$ cat src/rtl/serial_subtractor_4bit_pkg.sv
// -----------------------------------------------------------------------------
// serial_subtractor_4bit_pkg
//   Shared definitions for the bit-serial subtractor:
//   - default operand width and bit-counter width
//   - FSM state encoding (IDLE -> SHIFT -> DONE -> IDLE)
//   - fs_bit(): 1-bit full-subtractor equation, returned as {borrow, diff}
// -----------------------------------------------------------------------------
package serial_subtractor_4bit_pkg;

  localparam int DEF_WIDTH = 4;
  localparam int DEF_CNT_W = 3;

  typedef enum logic [1:0] {
    ST_IDLE  = 2'd0,
    ST_SHIFT = 2'd1,
    ST_DONE  = 2'd2
  } state_e;

  // One bit of a - b - bi. Borrow is raised when the minuend bit is smaller
  // than the subtrahend bit, or when the two are equal and a borrow arrives.
  function automatic logic [1:0] fs_bit(input logic a, input logic b, input logic bi);
    logic diff_s;
    logic borrow_s;
    diff_s   = a ^ b ^ bi;
    borrow_s = (~a & b) | (~(a ^ b) & bi);
    return {borrow_s, diff_s};
  endfunction

endpackage

$ cat src/rtl/serial_subtractor_4bit_full_subtractor_1bit.sv
// -----------------------------------------------------------------------------
// full_subtractor_1bit
//   Purely combinational single-bit subtractor: d = a - b - bi (mod 2), with
//   bo the borrow out to the next more significant bit.
// Ports:
//   a   in  1  minuend bit
//   b   in  1  subtrahend bit
//   bi  in  1  borrow in
//   d   out 1  difference bit
//   bo  out 1  borrow out
// -----------------------------------------------------------------------------
module full_subtractor_1bit
  import serial_subtractor_4bit_pkg::*;
(
  input  logic a,
  input  logic b,
  input  logic bi,
  output logic d,
  output logic bo
);

  logic [1:0] res_s;

  // Single evaluation of the shared subtractor equation.
  always_comb begin
    res_s = fs_bit(a, b, bi);
  end

  assign d  = res_s[0];
  assign bo = res_s[1];

endmodule

$ cat src/rtl/serial_subtractor_4bit.sv
// -----------------------------------------------------------------------------
// serial_subtractor_4bit
//   Bit-serial subtractor computing {Bo, D} = A - B - Bi over WIDTH clocks,
//   LSB first, with a single full_subtractor_1bit and a registered borrow.
//   A start/done handshake fronts the datapath; D/Bo are held until the next
//   completion. All outputs are registered.
// Ports:
//   sys_clk    in   1      rising-edge clock
//   sys_rst_n  in   1      synchronous active-low reset (aborts any operation)
//   start      in   1      request, sampled only while idle
//   A          in   WIDTH  minuend, captured on accepted start
//   B          in   WIDTH  subtrahend, captured on accepted start
//   Bi         in   1      borrow in, captured on accepted start
//   busy       out  1      high in SHIFT and DONE
//   done       out  1      one-cycle completion pulse
//   D          out  WIDTH  difference
//   Bo         out  1      borrow out
// -----------------------------------------------------------------------------
module serial_subtractor_4bit
  import serial_subtractor_4bit_pkg::*;
#(
  parameter int WIDTH = DEF_WIDTH,
  parameter int CNT_W = DEF_CNT_W
) (
  input  logic             sys_clk,
  input  logic             sys_rst_n,
  input  logic             start,
  input  logic [WIDTH-1:0] A,
  input  logic [WIDTH-1:0] B,
  input  logic             Bi,
  output logic             busy,
  output logic             done,
  output logic [WIDTH-1:0] D,
  output logic             Bo
);

  localparam logic [CNT_W-1:0] CNT_LAST = CNT_W'(WIDTH - 1);
  localparam logic [CNT_W-1:0] CNT_ONE  = CNT_W'(1);

  state_e           state_q, state_d;
  logic [CNT_W-1:0] cnt_q,   cnt_d;
  logic [WIDTH-1:0] a_sr_q,  a_sr_d;
  logic [WIDTH-1:0] b_sr_q,  b_sr_d;
  logic [WIDTH-1:0] res_sr_q, res_sr_d;
  logic             br_q,    br_d;
  logic [WIDTH-1:0] d_q,     d_d;
  logic             bo_q,    bo_d;
  logic             done_q,  done_d;
  logic             busy_q,  busy_d;

  logic             fs_d_s;
  logic             fs_bo_s;

  // The one and only bit-slice: LSBs of the operand shift registers plus the
  // running borrow.
  full_subtractor_1bit u_fs (
    .a  (a_sr_q[0]),
    .b  (b_sr_q[0]),
    .bi (br_q),
    .d  (fs_d_s),
    .bo (fs_bo_s)
  );

  // Next-state, datapath and output-register logic.
  always_comb begin
    state_d  = state_q;
    cnt_d    = cnt_q;
    a_sr_d   = a_sr_q;
    b_sr_d   = b_sr_q;
    res_sr_d = res_sr_q;
    br_d     = br_q;
    d_d      = d_q;
    bo_d     = bo_q;
    done_d   = 1'b0;

    case (state_q)
      ST_IDLE: begin
        if (start) begin
          a_sr_d   = A;
          b_sr_d   = B;
          br_d     = Bi;
          cnt_d    = {CNT_W{1'b0}};
          res_sr_d = {WIDTH{1'b0}};
          state_d  = ST_SHIFT;
        end else begin
          state_d  = ST_IDLE;
        end
      end

      ST_SHIFT: begin
        // Difference bits enter at the MSB so that after WIDTH shifts the
        // LSB-first stream sits in natural bit order.
        a_sr_d   = {1'b0, a_sr_q[WIDTH-1:1]};
        b_sr_d   = {1'b0, b_sr_q[WIDTH-1:1]};
        res_sr_d = {fs_d_s, res_sr_q[WIDTH-1:1]};
        br_d     = fs_bo_s;
        cnt_d    = cnt_q + CNT_ONE;
        if (cnt_q == CNT_LAST) begin
          d_d     = {fs_d_s, res_sr_q[WIDTH-1:1]};
          bo_d    = fs_bo_s;
          done_d  = 1'b1;
          state_d = ST_DONE;
        end else begin
          state_d = ST_SHIFT;
        end
      end

      ST_DONE: begin
        state_d = ST_IDLE;
      end

      default: begin
        state_d = ST_IDLE;
      end
    endcase

    // busy follows the state being entered so it is aligned with it.
    busy_d = (state_d != ST_IDLE);
  end

  // State, datapath and output registers with synchronous active-low reset.
  always_ff @(posedge sys_clk) begin
    if (!sys_rst_n) begin
      state_q  <= ST_IDLE;
      cnt_q    <= {CNT_W{1'b0}};
      a_sr_q   <= {WIDTH{1'b0}};
      b_sr_q   <= {WIDTH{1'b0}};
      res_sr_q <= {WIDTH{1'b0}};
      br_q     <= 1'b0;
      d_q      <= {WIDTH{1'b0}};
      bo_q     <= 1'b0;
      done_q   <= 1'b0;
      busy_q   <= 1'b0;
    end else begin
      state_q  <= state_d;
      cnt_q    <= cnt_d;
      a_sr_q   <= a_sr_d;
      b_sr_q   <= b_sr_d;
      res_sr_q <= res_sr_d;
      br_q     <= br_d;
      d_q      <= d_d;
      bo_q     <= bo_d;
      done_q   <= done_d;
      busy_q   <= busy_d;
    end
  end

  assign busy = busy_q;
  assign done = done_q;
  assign D    = d_q;
  assign Bo   = bo_q;

endmodule

$ cat config.mk
export PLATFORM = sky130hd
export DESIGN_NAME = serial_subtractor_4bit
export DESIGN_NICKNAME = d
export VERILOG_FILES = /design/src/rtl/serial_subtractor_4bit_pkg.sv /design/src/rtl/serial_subtractor_4bit_full_subtractor_1bit.sv /design/src/rtl/serial_subtractor_4bit.sv
export SDC_FILE = /design/constraint.sdc
export NUM_CORES = 1
export LEC_CHECK = 0
export CORE_UTILIZATION = 52
export DETAILED_ROUTE_END_ITERATION = 12
export GPL_ROUTABILITY_DRIVEN = 0
export PLACE_DENSITY = 0.8
export SLEW_MARGIN = 10
export SYNTH_ARGS = -nofsm -noshare
export SYNTH_HDL_FRONTEND = slang
export SYNTH_SLANG_ARGS = --single-unit
$ cat constraint.sdc
create_clock -name sys_clk -period 2.4 [get_ports sys_clk]
set_input_delay 0.6 -clock sys_clk [delete_from_list [all_inputs] [get_ports sys_clk]]
set_output_delay 0.6 -clock sys_clk [all_outputs]
set_load 0.01 [all_outputs]
# After elaboration in Yosys (flattened, before gate mapping)

Cells that the tools add are included.

Multiply operators: 0
Add/subtract/negate cells: 1
Bitwise gates (word level): 7
Shift operators: 0
Equal/unequal tests: 3
$lt $le $gt $ge: 0
Reduce and logical (&&, ||, !) cells: 6
Div/mod/pow operators: 0
Multiplexer cells: 14

Operators by type and width:

| cell                                                | number |
|---|---|
| one-hot mux 4 bit (2 select lines)                  | 3 |
| 2-to-1 mux 4 bit                                    | 3 |
| one-hot mux 3 bit (2 select lines)                  | 1 |
| AND reduction 2 bit                                 | 3 |
| one-hot mux 2 bit (2 select lines)                  | 1 |
| nonzero test 2 bit                                  | 2 |
| adder 3 x 1 -> 3 bit, second input constant         | 1 |
| equality test 3 x 2 -> 1 bit, second input constant | 1 |
| 2-to-1 mux 1 bit                                    | 3 |
| 2-to-1 mux 3 bit                                    | 1 |
| bitwise AND 1 bit                                   | 2 |
| equality test 2 x 1 -> 1 bit, second input constant | 1 |
| zero test 2 bit                                     | 1 |
| 2-to-1 mux 2 bit                                    | 1 |
| != test 2 bit, second input constant                | 1 |
| inverter 1 bit                                      | 2 |
| one-hot mux 1 bit (2 select lines)                  | 1 |
| XOR 1 bit                                           | 2 |
| bitwise OR 1 bit                                    | 1 |

Memory bits (read-only): 0
Memories: 0
Register bits: 25
Logic and storage cells: 41
Output and inout port bits: 7
RAM bits: 0
Latch bits: 0

# Depth between registers and ports, before layout

Gate-level depths: netlist (run 1).

Word-level depth: 5
Mapped depth: 6
Gate-level depth less buffers: 5

# Modules after synthesis

Synthesis (run 1) repeated with hierarchy kept, for this count alone.

Cells, all modules: 102
Area, all modules: 1003.5 um^2

By module, submodules not included:

| module                 | cells an instance | area an instance (um^2) | seq. area each (um^2) | times used |
|---|---|---|---|---|
| serial_subtractor_4bit | 98                | 972.2                   | 480.5                 | 1 |
| full_subtractor_1bit   | 4                 | 31.3                    | 0.0                   | 1 |

# Worst setup path after synthesis (run 1)

No wires, ideal clock.

Path type: register to register
Start point: register cnt_q[0]
End point: register d_q[0] (netlist: D[0])
Arrival: 1.155 ns
Path buffers: 1
Setup slack: 1.125 ns
Required time: 2.280 ns
Cell stages (with the launch flop): 7
Cells stage by stage: dfxtp_1 > ha_1 > ha_1 > clkbuf_1 > nand3b_1 > nand2_1 > a21oi_1

Longest elaborated chain between the ends: 2

Ends and longest elaborated chain:

| what                                 | line                          | RTL |
|---|---|---|
| from (decl)                          | serial_subtractor_4bit.sv:41  | `logic [CNT_W-1:0] cnt_q, cnt_d;` |
| from (signal assigned)               | serial_subtractor_4bit.sv:125 | `cnt_q <= {CNT_W{1'b0}};` |
| from (signal assigned)               | serial_subtractor_4bit.sv:136 | `cnt_q <= cnt_d;` |
| equality test 3 x 2 -> 1 bit         | serial_subtractor_4bit.sv:98  | `if (cnt_q == CNT_LAST) begin` |
| AND reduction 2 bit (no source line) | n/a                           |  |
| to (signal assigned)                 | serial_subtractor_4bit.sv:130 | `d_q <= {WIDTH{1'b0}};` |
| to (decl)                            | serial_subtractor_4bit.sv:46  | `logic [WIDTH-1:0] d_q, d_d;` |

Every way passes these cells.
A chain may end at the register's enable or synchronous reset.

# Worst setup path after layout (run 1)

Start point: register bo_q (netlist: Bo)
End point: output Bo

RTL lines:

| what                   | line                          | RTL |
|---|---|---|
| from (decl)            | serial_subtractor_4bit.sv:47  | `logic bo_q, bo_d;` |
| from (signal assigned) | serial_subtractor_4bit.sv:142 | `bo_q <= bo_d;` |
| to (decl)              | serial_subtractor_4bit.sv:34  | `output logic Bo` |

No word-level cell between the ends.

==> results of run 1 <==
==> worst paths after layout <==
path	slack (ps)	cells after the start	start	endpoint
worst max register to register	770	3	state_q[0]	Bo
worst max-delay path	600	1	Bo	Bo
worst min-delay path	460	2	D[0]	D[0]
worst min register to register	460	2	D[0]	D[0]
==> per-stage QoR <==
stage | util | std cells | hold WS (ps)
floorplan | - | 101 | 443
global placement | 0.662 | 139 | 443
detailed placement | 0.662 | 139 | 449
CTS | 0.692 | 143 | 466
global route | 0.692 | 143 | 491
finish | 0.692 | 143 | 464
==> cells in the mapped netlist, drive strengths merged, types with 2 or more instances <==
cell,instances,share of area
mux2i,8,0.083
a22oi,6,0.047
inv,4,0.016
nor2,11,0.043
ha,2,0.026
dfxtp,24,0.50
nand2,5,0.020
a21oi,12,0.062
o21ai,6,0.031
nand3,4,0.021
clkbuf,2,0.0078
nand2b,2,0.013
buf,4,0.032
==> cell type report <==
cell class,instances,area share
Clock buffer,3,0.0188
Multi-Input combinational cell,66,0.355
Inverter,5,0.0157
Clock inverter,1,0.0251
Sequential cell,24,0.402
Timing Repair Buffer,19,0.157
Tap cell,25,0.0262
==> layout by cell type, fill, tap and decap left out <==
cell type,instances
clkinv_1,1
nor3b_1,1
a2bb2oi_1,1
bufinv_16,1
nand3b_1,1
buf_4,1
dfxtp_1,24
a311oi_1,1
nor3_1,1
clkdlybuf4s50_1,18
a211oi_1,1
or3b_1,1
nor2b_1,1
inv_1,4
o21ai_0,6
ha_1,2
clkbuf_4,3
a22oi_1,6
mux2i_1,8
a21oi_1,12
fa_1,1
nor2_1,11
nand3_1,4
nand2_1,5
o21bai_2,1
nand2b_1,2
==> per-layer routing <==
metal  global-route usage  up-vias  wire, microns
met4               0.0909        0             15
li1                     -      384              -
met2                0.319        8            864
met1                0.263      352            815
met3               0.0280        2             37
met5                    0        -              0
==> power by group through the flow <==
| stage | sequential [mW] | clock (mW) | combinational (mW) |
|---|---|---|---|
| 2_1_floorplan | 0.433 | 0 | 0.0600 |
| 3_3_place_gp | 0.435 | 0 | 0.0861 |
| 3_5_place_dp | 0.437 | 0 | 0.0884 |
| 4_1_cts | 0.427 | 0.293 | 0.0896 |
| 5_1_grt | 0.430 | 0.306 | 0.0992 |
| 6_report | 0.427 | 0.290 | 0.0884 |
==> cell families (layout without fill, tap and decap cells) <==
family                   Yosys count  count (layout)  share of synthesized area
flip-flops                        24              24                      0.499
adder cells (fa/ha/maj)            3               3                     0.0468
AO/OA/AOI/OAI                     28              28                      0.178
buffers and inverters             11              28                     0.0598
multiplexers                       8               8                     0.0832
AND/OR/NAND/NOR                   27              27                      0.133
==> tightest hold or removal path, delay by kind of cell (launching register included) <==
family / cells / cell delay [ps]
AOI/OAI and AO/OA: 1 / 50
DFF: 1 / 330
and+or+nand+nor: 1 / 50
==> registers in the layout, indices dropped and copies added (netlist names) <==
name and flops:
Bo 1, D 4, a_sr_q 4, b_sr_q 4
br_q 1, busy 1, cnt_q 3, done 1
res_sr_q 3, state_q 2
==> impl_metrics.toml, run 1 <==
[power_and_ir_drop]
power_frac_seq = 0.531
power_frac_comb = 0.110
power_density_nw_per_um2 = 674
p_int_uw = 630
clkPwrFrac = 0.360
leakage_nw = 0.452
peakVddDrop_mv = 0.449
power_switching_uw = 175
power.total_uw = 805
p_sw_frac = 0.217

[floorplan]
die_area_sq_um = 2030
die_w_microns = 45.0
start_util = 0.557
rows = 15
ioPinCount = 19
core_sq_um = 1730
die_y_microns = 45.0

[clock_network]
clock_latency_ps = 310
cts_buffer_depth = 2
hold_buffers = 0
root_buffer = "clkbuf_4"
cts_tree = "yes"
postCtsSetupBuffers = 0
cts_resized = 0
htreeDepth = 1
cts.reportedPaths.clkPinSlew_ps = 140
cts-buffers-inserted = 3
cts_sinks = 24

[route]
wl_mm = 1.73
drtAntennaViolNets = 0
dr.pass1.iters = 4
drt-initial-drc-count = 11
wire_per_inst_microns = 12.1
drc = 0
vias_per_cell = 5.22
vias = 746

[synthesis]
synth_nets = 116
synth_warnings = 0
synth_cells = 101
synth_edf_count = 0
syn_avg_cell_area_sq_um = 9.53
synth.distinct_cells = 26
async_flop_share = 0
ys_seq_elements = 24
synthesis.area_sq_um = 962
ys.flop_type = "dfxtp_1"
seq_area_frac_synth = 0.499

[placement]
place_area_sq_um = 1140
place_hpwl_mm = 1.24
dpl_worst_slack_ps = 498
io_buffers = 18

[global_route]
grtUsageTotal = 0.198
gr-total-overflow = 0
grt_pass1_wl_mm = 2.90
grt_max_degree = 15
grt_pass1_vias = 658
antenna_found_initial = 0

[cells_and_area]
diodes = 0
fin_nets = 134
syn_to_final_growth_pct = 24.2
final_area_sq_um = 1190
drive_gt1_frac = 0.0508
filler_cell_count = 166
seq_area_sq_um = 480
multiInputGateArea_sq_um = 424

[setup_path]
max_stage_delay_ps = 530
critPathKind = "reg -> out"
cp-start-kind = "flop"
worstPathRequired_ps = 1800
critPathTopFamily = "buffers and inverters"
arrival_ps = 1200
critPathSlowestCell = "clkdlybuf4s50_1"
worstPathMaxFanout = 2
path_cells = "clkdlybuf4s50_1"
crit_buf_inv = 1
cp-end-kind = "primary output"

[sta]
rsz0062_at_grt = "no"
max_freq_mhz = 554
setup_violations = 0
worst_pin_slew_ps = 698
slew_headroom = 0.534
min_period_ps = 1800
drv_slew = 0
fin_skew_ps = 7.73
setup_ws_ps = 595
tns_ps = 0
finalCritPeriodShare = 0.752
hold_viol = 0

[run]
max_cap_violations = 0

[run_status]
outcome = "completed"

[hold_path]
min_path_type = "reg -> reg"
Power figures use the tool's default switching activity.
==> inputs of run 2 (changes only) <==
Settings changed: CORE_UTILIZATION 52 to 49, PLACE_DENSITY 0.8 to 0.76.
Clock period 2.4 ns to 1.79 ns, I/O delays scaled along.
==> impl_metrics.toml, run 2 (synthesis gave the netlist of run 1 again) <==
[cells_and_area]
diodes = 0
most-common-layout-cells = "24 x dfxtp_1, 18 x clkdlybuf4s50_1, 12 x a21oi_1"
final_area_sq_um = 1190
drive_gt1_frac = 0.0667
stdcell_count = 145
syn_to_final_growth_pct = 23.4
final_common_cell = "dfxtp_1"
fin_nets = 137

[placement]
place_hpwl_mm = 1.39
place_area_sq_um = 1160
io_buffers = 18
dp.cells = 142

[floorplan]
rows = 15
die_y_microns = 46.3
start_util = 0.540
die_area_sq_um = 2140
ioPinCount = 19
core_sq_um = 1780
die_w_microns = 46.3

[global_route]
grt_max_degree = 14
antenna_found_initial = 0
grt_pass1_wl_mm = 3.11
grtUsageTotal = 0.211
gr-total-overflow = 0
grt_pass1_vias = 689

[clock_network]
hold_buffers = 0
cts.reportedPaths.clkPinSlew_ps = 120
cts-buffers-inserted = 3
cts_sinks = 24
cts_resized = 0
clock_latency_ps = 310
htreeDepth = 1
postCtsSetupBuffers = 0
cts_tree = "yes"
root_buffer = "clkbuf_4"
cts_buffer_depth = 2

[sta]
rsz0062_at_grt = "no"
tns_ps = 0
worst_pin_slew_ps = 387
slew_headroom = 0.742
setup_violations = 0
drv_slew = 0
fin_skew_ps = 5.88
max_freq_mhz = 610
min_period_ps = 1640
hold_viol = 0
finalCritPeriodShare = 0.916

[setup_path]
worst-path-stages = 1
worstPathMaxFanout = 2
arrival_ps = 1190
critPathTopFamily = "buffers and inverters"
path_cells = "clkdlybuf4s50_1"
cp-end-kind = "primary output"
critPathKind = "reg -> out"
reg2regPathDepth = 5
cp-start-kind = "flop"
max_stage_delay_ps = 530
crit_buf_inv = 1
critPathSlowestCell = "clkdlybuf4s50_1"
worstPathRequired_ps = 1340

[route]
drt-initial-drc-count = 20
vias_per_cell = 5.10
drc = 0
wire_per_inst_microns = 12.7
vias = 739
wl_mm = 1.85
drtAntennaViolNets = 0
dr.pass1.iters = 4

[run]
max_cap_violations = 0

[power_and_ir_drop]
leakage_nw = 0.452
peakVddDrop_mv = 0.557
power_density_nw_per_um2 = 781

[run_status]
outcome = "completed"

[hold_path]
min_path_type = "reg -> reg"
whs_path_depth = 2
[run 2: cell types whose count changed in the layout (fill, tap and decap cells not counted)]
cell / before / now
bufinv_16: 1 / 0
buf_4: 1 / 4
[run 2: cell type report]
| class | count | area (sq um) |
|---|---|---|
| fillers | 166 | 596 |
| flip-flops and latches | 24 | 480 |
| multi-input cells | 66 | 424 |
| repair buffers | 22 | 210 |
| well taps | 25 | 31.3 |
| clock buffers | 3 | 22.5 |
| inverters | 5 | 18.8 |
[run 2: final timing paths]
kind	startpoint	to	slack, ps
setup / recovery	Bo	Bo	150
setup reg to reg	cnt_q[0]	D[3]	390
hold reg to reg	D[0]	D[0]	460
hold / removal	D[0]	D[0]	460
[run 2: worst min-delay path: stages (launching register included)]
cell	delay, ps
dfxtp_1	330
nand2_1	50
a21oi_1	50
[run 2: layer usage]
layer  up-vias  part of all wire  GRT usage
met5         -                 0          0
met4         0            0.0076     0.0706
met3         2             0.036     0.0588
met2        12              0.50      0.353
met1       337              0.46      0.259
li1        388                 -          -
[run 2: power by group]
| part | leakage, nW | switching (mW) | total [mW] | internal, mW |
|---|---|---|---|---|
| Combinational | 0.242 | 0.0615 | 0.128 | 0.0661 |
| Clock | 0.0138 | 0.148 | 0.226 | 0.0787 |
| Sequential | 0.196 | 0.0147 | 0.573 | 0.558 |
| Total | 0.452 | 0.224 | 0.927 | 0.703 |
[run 2: per-stage QoR]
step | setup WS [ps] | utilization | hold WS (ps) | power, mW
2_1_floorplan | 515 | - | 443 | 0.661
3_3_place_gp | 98.7 | 0.653 | 443 | 0.706
3_5_place_dp | 45.4 | 0.653 | 449 | 0.714
4_1_cts | 131 | 0.666 | 465 | 0.938
5_1_grt | 88.4 | 0.666 | 485 | 0.975
6_report | 151 | 0.666 | 462 | 0.927
